--- src/rtl/core_pkg.sv ---
// Shared encodings for the RV32I multi-cycle sequencer:
// FSM state codes, opcode classes and the opcode classifier.
package core_pkg;

  localparam logic [2:0] ST_FETCH       = 3'd0;
  localparam logic [2:0] ST_FETCH_WAIT  = 3'd1;
  localparam logic [2:0] ST_EXECUTE     = 3'd2;
  localparam logic [2:0] ST_MEMORY      = 3'd3;
  localparam logic [2:0] ST_MEMORY_WAIT = 3'd4;
  localparam logic [2:0] ST_WRITEBACK   = 3'd5;
  localparam logic [2:0] ST_TRAP        = 3'd7;

  localparam logic [4:0] OPC_LOAD   = 5'b00000;
  localparam logic [4:0] OPC_OP_IMM = 5'b00100;
  localparam logic [4:0] OPC_AUIPC  = 5'b00101;
  localparam logic [4:0] OPC_STORE  = 5'b01000;
  localparam logic [4:0] OPC_OP     = 5'b01100;
  localparam logic [4:0] OPC_LUI    = 5'b01101;
  localparam logic [4:0] OPC_BRANCH = 5'b11000;
  localparam logic [4:0] OPC_JALR   = 5'b11001;
  localparam logic [4:0] OPC_JAL    = 5'b11011;
  localparam logic [4:0] OPC_SYSTEM = 5'b11100;

  typedef enum logic [2:0] {
    CLS_ILLEGAL,
    CLS_ALU,
    CLS_JUMP,
    CLS_BRANCH,
    CLS_LOAD,
    CLS_STORE
  } opc_class_e;

  function automatic opc_class_e classify(input logic [31:0] insn);
    opc_class_e cls;
    cls = CLS_ILLEGAL;
    if (insn[1:0] == 2'b11) begin
      case (insn[6:2])
        OPC_LOAD:   cls = CLS_LOAD;
        OPC_STORE:  cls = CLS_STORE;
        OPC_BRANCH: cls = CLS_BRANCH;
        OPC_JAL:    cls = CLS_JUMP;
        OPC_JALR:   cls = CLS_JUMP;
        OPC_OP:     cls = CLS_ALU;
        OPC_OP_IMM: cls = CLS_ALU;
        OPC_LUI:    cls = CLS_ALU;
        OPC_AUIPC:  cls = CLS_ALU;
        default:    cls = CLS_ILLEGAL;
      endcase
    end
    return cls;
  endfunction

endpackage

--- src/rtl/core_sequencer.sv ---
// Multi-cycle RV32I control FSM: fetch, execute, memory, writeback.
// Owns pc, instruction register and the retired-instruction counter.
module core_sequencer
  import core_pkg::*;
#(
  parameter logic [31:0] RESET_VECTOR = 32'h0000_0000,
  parameter int          XLEN         = 32
) (
  input  logic            clk,
  input  logic            rst_n,
  output logic            imem_req_valid,
  input  logic            imem_req_ready,
  output logic [XLEN-1:0] imem_req_addr,
  input  logic            imem_resp_valid,
  input  logic [31:0]     imem_resp_data,
  output logic            dmem_req_valid,
  output logic            dmem_req_write,
  input  logic            dmem_req_ready,
  input  logic            dmem_resp_valid,
  input  logic [XLEN-1:0] pc_target,
  input  logic            branch_taken,
  output logic [31:0]     instruction_reg,
  output logic [XLEN-1:0] pc,
  output logic            regfile_write_strobe,
  output logic            mem_to_reg_select,
  output logic [2:0]      state,
  output logic            illegal_instruction,
  output logic [31:0]     instret
);

  logic [2:0]      state_q, state_d;
  logic [XLEN-1:0] pc_q, pc_d;
  logic [31:0]     ir_q, ir_d;
  logic [31:0]     instret_q, instret_d;
  logic [XLEN-1:0] pc_plus4;
  logic            tgt_ok;
  logic            retire;
  opc_class_e      cls;

  assign cls      = classify(ir_q);
  assign pc_plus4 = pc_q + XLEN'(4);
  assign tgt_ok   = (pc_target[1:0] == 2'b00);

  always_comb begin
    state_d = state_q;
    pc_d    = pc_q;
    ir_d    = ir_q;
    retire  = 1'b0;
    unique case (state_q)
      ST_FETCH: begin
        if (imem_req_ready) state_d = ST_FETCH_WAIT;
      end
      ST_FETCH_WAIT: begin
        if (imem_resp_valid) begin
          ir_d    = imem_resp_data;
          state_d = ST_EXECUTE;
        end
      end
      ST_EXECUTE: begin
        unique case (cls)
          CLS_BRANCH: begin
            // misaligned taken target traps with pc left on the branch
            if (branch_taken && !tgt_ok) begin
              state_d = ST_TRAP;
            end else begin
              pc_d    = branch_taken ? pc_target : pc_plus4;
              retire  = 1'b1;
              state_d = ST_FETCH;
            end
          end
          CLS_JUMP: begin
            if (!tgt_ok) begin
              state_d = ST_TRAP;
            end else begin
              pc_d    = pc_target;
              state_d = ST_WRITEBACK;
            end
          end
          CLS_ALU: begin
            pc_d    = pc_plus4;
            state_d = ST_WRITEBACK;
          end
          CLS_LOAD, CLS_STORE: begin
            state_d = ST_MEMORY;
          end
          default: state_d = ST_TRAP;
        endcase
      end
      ST_MEMORY: begin
        if (dmem_req_ready) state_d = ST_MEMORY_WAIT;
      end
      ST_MEMORY_WAIT: begin
        if (dmem_resp_valid) begin
          pc_d = pc_plus4;
          if (cls == CLS_LOAD) begin
            state_d = ST_WRITEBACK;
          end else begin
            retire  = 1'b1;
            state_d = ST_FETCH;
          end
        end
      end
      ST_WRITEBACK: begin
        retire  = 1'b1;
        state_d = ST_FETCH;
      end
      default: state_d = ST_TRAP;
    endcase
    instret_d = retire ? instret_q + 32'd1 : instret_q;
  end

  always_ff @(posedge clk or negedge rst_n) begin
    if (!rst_n) begin
      state_q   <= ST_FETCH;
      pc_q      <= RESET_VECTOR[XLEN-1:0];
      ir_q      <= '0;
      instret_q <= '0;
    end else begin
      state_q   <= state_d;
      pc_q      <= pc_d;
      ir_q      <= ir_d;
      instret_q <= instret_d;
    end
  end

  // fetch request is masked while reset is held so no valid leaks out
  assign imem_req_valid       = (state_q == ST_FETCH) && rst_n;
  assign imem_req_addr        = pc_q;
  assign dmem_req_valid       = (state_q == ST_MEMORY);
  assign dmem_req_write       = dmem_req_valid && (cls == CLS_STORE);
  assign regfile_write_strobe = (state_q == ST_WRITEBACK) && (ir_q[11:7] != 5'd0);
  assign mem_to_reg_select    = (state_q == ST_WRITEBACK) && (cls == CLS_LOAD);
  assign illegal_instruction  = (state_q == ST_TRAP);
  assign state                = state_q;
  assign instruction_reg      = ir_q;
  assign pc                   = pc_q;
  assign instret              = instret_q;

endmodule
--- config.mk ---
export PLATFORM = sky130hd
export DESIGN_NAME = core_sequencer
export DESIGN_NICKNAME = d
export VERILOG_FILES = /design/src/rtl/core_pkg.sv /design/src/rtl/core_sequencer.sv
export SDC_FILE = /design/constraint.sdc
export NUM_CORES = 1
export LEC_CHECK = 0
export ABC_AREA = 1
export CORE_ASPECT_RATIO = 1.25
export CORE_MARGIN = 2
export CORE_UTILIZATION = 47
export CTS_CLUSTER_SIZE = 16
export DETAILED_ROUTE_END_ITERATION = 6
export MAX_ROUTING_LAYER = met4
export PLACE_DENSITY = 0.84
export SYNTH_ARGS = -nofsm -noshare
export SYNTH_HDL_FRONTEND = slang
export SYNTH_SLANG_ARGS = --single-unit
--- constraint.sdc ---
create_clock -name clk -period 1.9 [get_ports clk]
set_input_delay 0.38 -clock clk [delete_from_list [all_inputs] [get_ports clk]]
set_output_delay 0.38 -clock clk [all_outputs]
set_load 0.01 [all_outputs]
==> results by group <==
Hold path
  • HP Class: in -> async

GRT
  • Pin count of the biggest net entering global routing: 100
  • Initial antenna violation count: 0
  • GRT overflow: 0
  • GR Util All Layers: between 20 and 30%
  • Global-route wire length before repair: 31700 um
  • Vias in the first global route: 6444

Die
  • Initial Utilization: around half
  • Core Area: between 10000 and 15000 sq um
  • Die area: roughly 15000 sq um
  • # rows: 47
  • Die Ht: between 100 and 150 um
  • Ports: between 200 and 250
  • Die width: approximately 110 um

Clock tree
  • CTS clock-pin slew for the worst setup and hold paths: roughly 0.08 ns
  • TritonCTS clock tree: done
  • Clk sink count: between 90 and 100
  • Num CTS Buffers: 9
  • Clock Tree Buf Depth: 2
  • H-tree Lvls: 3
  • Count of hold-fix buffers inserted at cts: 0
  • Clock Latency Late Sink: between 0.3 and 0.4 ns
  • Clock root buffer: clkbuf_16

STA
  • Final hold violations: 0
  • Fin worst setup slack: -0.167 ns
  • Clock Skew: just over 0.007 ns
  • Fin crit period: a little over 2 ns
  • RSZ-0062 raised after global routing: true
  • Fin crit share: 109%
  • Final setup vio count: 67
  • Worst Max-Slew Pin Slew: 0.527 ns
  • Highest clock rate: slightly below 500 MHz
  • Fin. max-slew vios: 0
  • Slew margin rel.: 64.8%
  • WHS: around 0.11 ns

Routing
  • DRC errors left: 0
  • Wirelength, routed: ~22000 um
  • Vias: around 7000
  • Initial DRC Count: 488
  • DR pass1 iterations: 6
  • Vias per inst: 5.37
  • Routed Antenna Nets: 0
  • WL per Instance: between 15 and 20 um

Status
  • Failing checks: setup timing
  • Outcome: finished with violations

Synth
  • Synth Net Count: slightly above 900
  • Yosys Warn Count: 0
  • Mapped Area: approximately 6400 sq um
  • Ys async rst share: 100%
  • Library cells used by synthesis: 38
  • Top cells by area, synth: dfrtp_1 39%, nand2_1 15%, nor2_1 6.3%, mux2_2 5.3%, buf_4 4.2%
  • Share of the synthesized area in the top cell type: around two fifths
  • Avg Synthesized Cell Area: around 7.5 sq um
  • Post-synthesis sequential area ratio: about two fifths
  • EDFF count, synth: 0
  • Mapped Cells: 861
  • Leading area contributor after synthesis: dfrtp_1
  • Most used DFF post-synth: dfrtp_1
  • Post-synthesis register bit count: roughly 100

Critical path
  • Critical path required time: around 1.5 ns
  • Worst path max stage delay: 0.41 ns
  • Critical Path, Cell by Cell: buf_6 > inv_4 > a21oi_4 > nand2_2 > nand3_4 > nand2_2 > nor2_2 > buf_2
  • Setup Crit Path Kind: reg -> out
  • Critical Path Start Type: flip-flop
  • Crit path max-delay family: flip-flops
  • Critical R2R Launch: instruction_reg[3]
  • Setup slack, reg-to-reg: -0.15 ns
  • Crit path launch: instruction_reg[3]
  • Crit-path slowest cell: dfrtp_1
  • Worst r2r path cells: 9
  • Worst path bufs/invs: 3
  • Crit path max fanout: 3
  • Worst Setup End Kind: output pin
  • CP most frequent cell: nand2_2
  • FF-to-FF End: imem_req_addr[28]
  • CP arrival: around 1.7 ns

Pwr
  • Reg power frac: around a quarter
  • Leakage: between 4 and 5 nW
  • Clock power frac: roughly an eighth
  • Pwr/cell area: roughly 1400 nW/um^2
  • Internal: 8.09 mW
  • Logic pwr share: around three fifths
  • Worst ir drop on vdd: 957 uV
  • Net Sw Frac: 42.4%
  • Switching power: about 6 mW

Final layout
  • Nets: ~1200
  • Design Area, Final: 9970 sq um
  • Layout cells sized above 1: between 20% and 30%
  • Layout area overhead: 55.2%
  • Number of diodes: 0

Flow run
  • Max cap viols: 0

Placed design
  • Port bufs: around 210
  • Post-DP HPWL: around 14000 um
  • GP Congestion: between 0.9 and 1
  • Post-DP Area: between 8000 and 9000 sq um
-- power by group through the flow --
stage / sequential, mW / clock, mW / combinational, mW
CTS: 3.63 / 1.81 / 7.55
global route: 3.80 / 1.91 / 9.14
finish: 3.71 / 1.80 / 8.53
global placement: 3.62 / 0 / 6.82
detailed placement: 3.67 / 0 / 6.98
floorplan: 3.92 / 0 / 3.54
-- worst max-delay path by stage --
stage | end | cells past startpoint
after global placement | instret[2] | 10
after floorplan | instret[18] | 9
after CTS | imem_req_addr[31] | 15
after detailed placement | instret[1] | 9
final | mem_to_reg_select | 8
after global routing | imem_req_addr[26] | 11
-- area by class of cell --
| class | instances | area (sq um) |
|---|---|---|
| clock buffer | 9 | 225 |
| clock inverter | 7 | 60.1 |
| fill | 869 | 3320 |
| inverter | 77 | 312 |
| multi-input combinational | 637 | 3720 |
| sequential | 99 | 2480 |
| tap | 171 | 214 |
| timing repair buffer | 299 | 2940 |
| timing repair inverter | 1 | 11.3 |
-- what timing repair did --
action	CTS	global route
pin swaps	7	52
setup buffers	10	14
resized for setup	45	130
gates cloned	4	2
setup endpoints to repair	59	71
-- cell usage in the layout (no fill, tap or decap), types with 19 or more instances in the layout --
cell type        instances
xor2_1                  28
mux2_2                  30
nand3_1                 44
inv_1                   63
dfrtp_1                 95
nor2_1                  88
buf_4                   68
xnor2_1                 19
nand2_2                 21
clkdlybuf4s50_1        195
nand2_1                239
-- layer usage --
layer | global-route usage (%) | vias up | part of all wire, %
li1 | - | 3237 | -
met4 | 12.2 | 0 | 4.4
met3 | 5.98 | 96 | 8.1
met1 | 32.4 | 3276 | 36
met5 | - | - | 0
met2 | 47.3 | 370 | 51
-- synthesized netlist by cell type, types with 5 or more instances --
master,n
nor2_1,108
nor3_1,16
mux2_2,30
xnor2_1,22
a21oi_1,16
nor4_1,5
nand2_1,265
o21ai_0,22
dfrtp_1,99
nor2_2,7
inv_1,68
nand3_1,53
xor2_1,28
buf_2,6
o21ai_2,5
inv_2,7
o21ai_1,15
nand4_1,15
buf_4,36
-- through the flow --
step                total power, mW  TNS [ns]  worst slack, ns  instances  utilization [%]
finish                         14.0     -5.64           -0.167       1300             75.0
global placement               10.4     -1.92           -0.118       1257             66.9
floorplan                      7.47         0            0.160        861                -
global route                   14.9    -12.45           -0.257       1300             75.0
CTS                            13.0     -1.48          -0.0991       1287             71.1
detailed placement             10.6     -4.88           -0.183       1257             66.9
-- worst reg2reg max path: cells and delay by family (launching register included) --
| kind | cells | cell delay [ns] |
|---|---|---|
| flops | 1 | 0.42 |
| compound gates | 3 | 0.54 |
| buf+inv | 1 | 0.18 |
| simple gates | 5 | 0.80 |
-- logic make-up after synthesis --
logic type | Yosys count | synth area share (%)
adders and majority gates | 2 | 0.389
AOI/OAI and AO/OA | 64 | 5.61
DFF | 99 | 38.6
muxes | 30 | 5.26
buffers and inverters | 127 | 10.4
and+or+nand+nor | 489 | 32.9
xor gates and xnor gates | 50 | 6.82
Power figures use the tool's default switching activity.
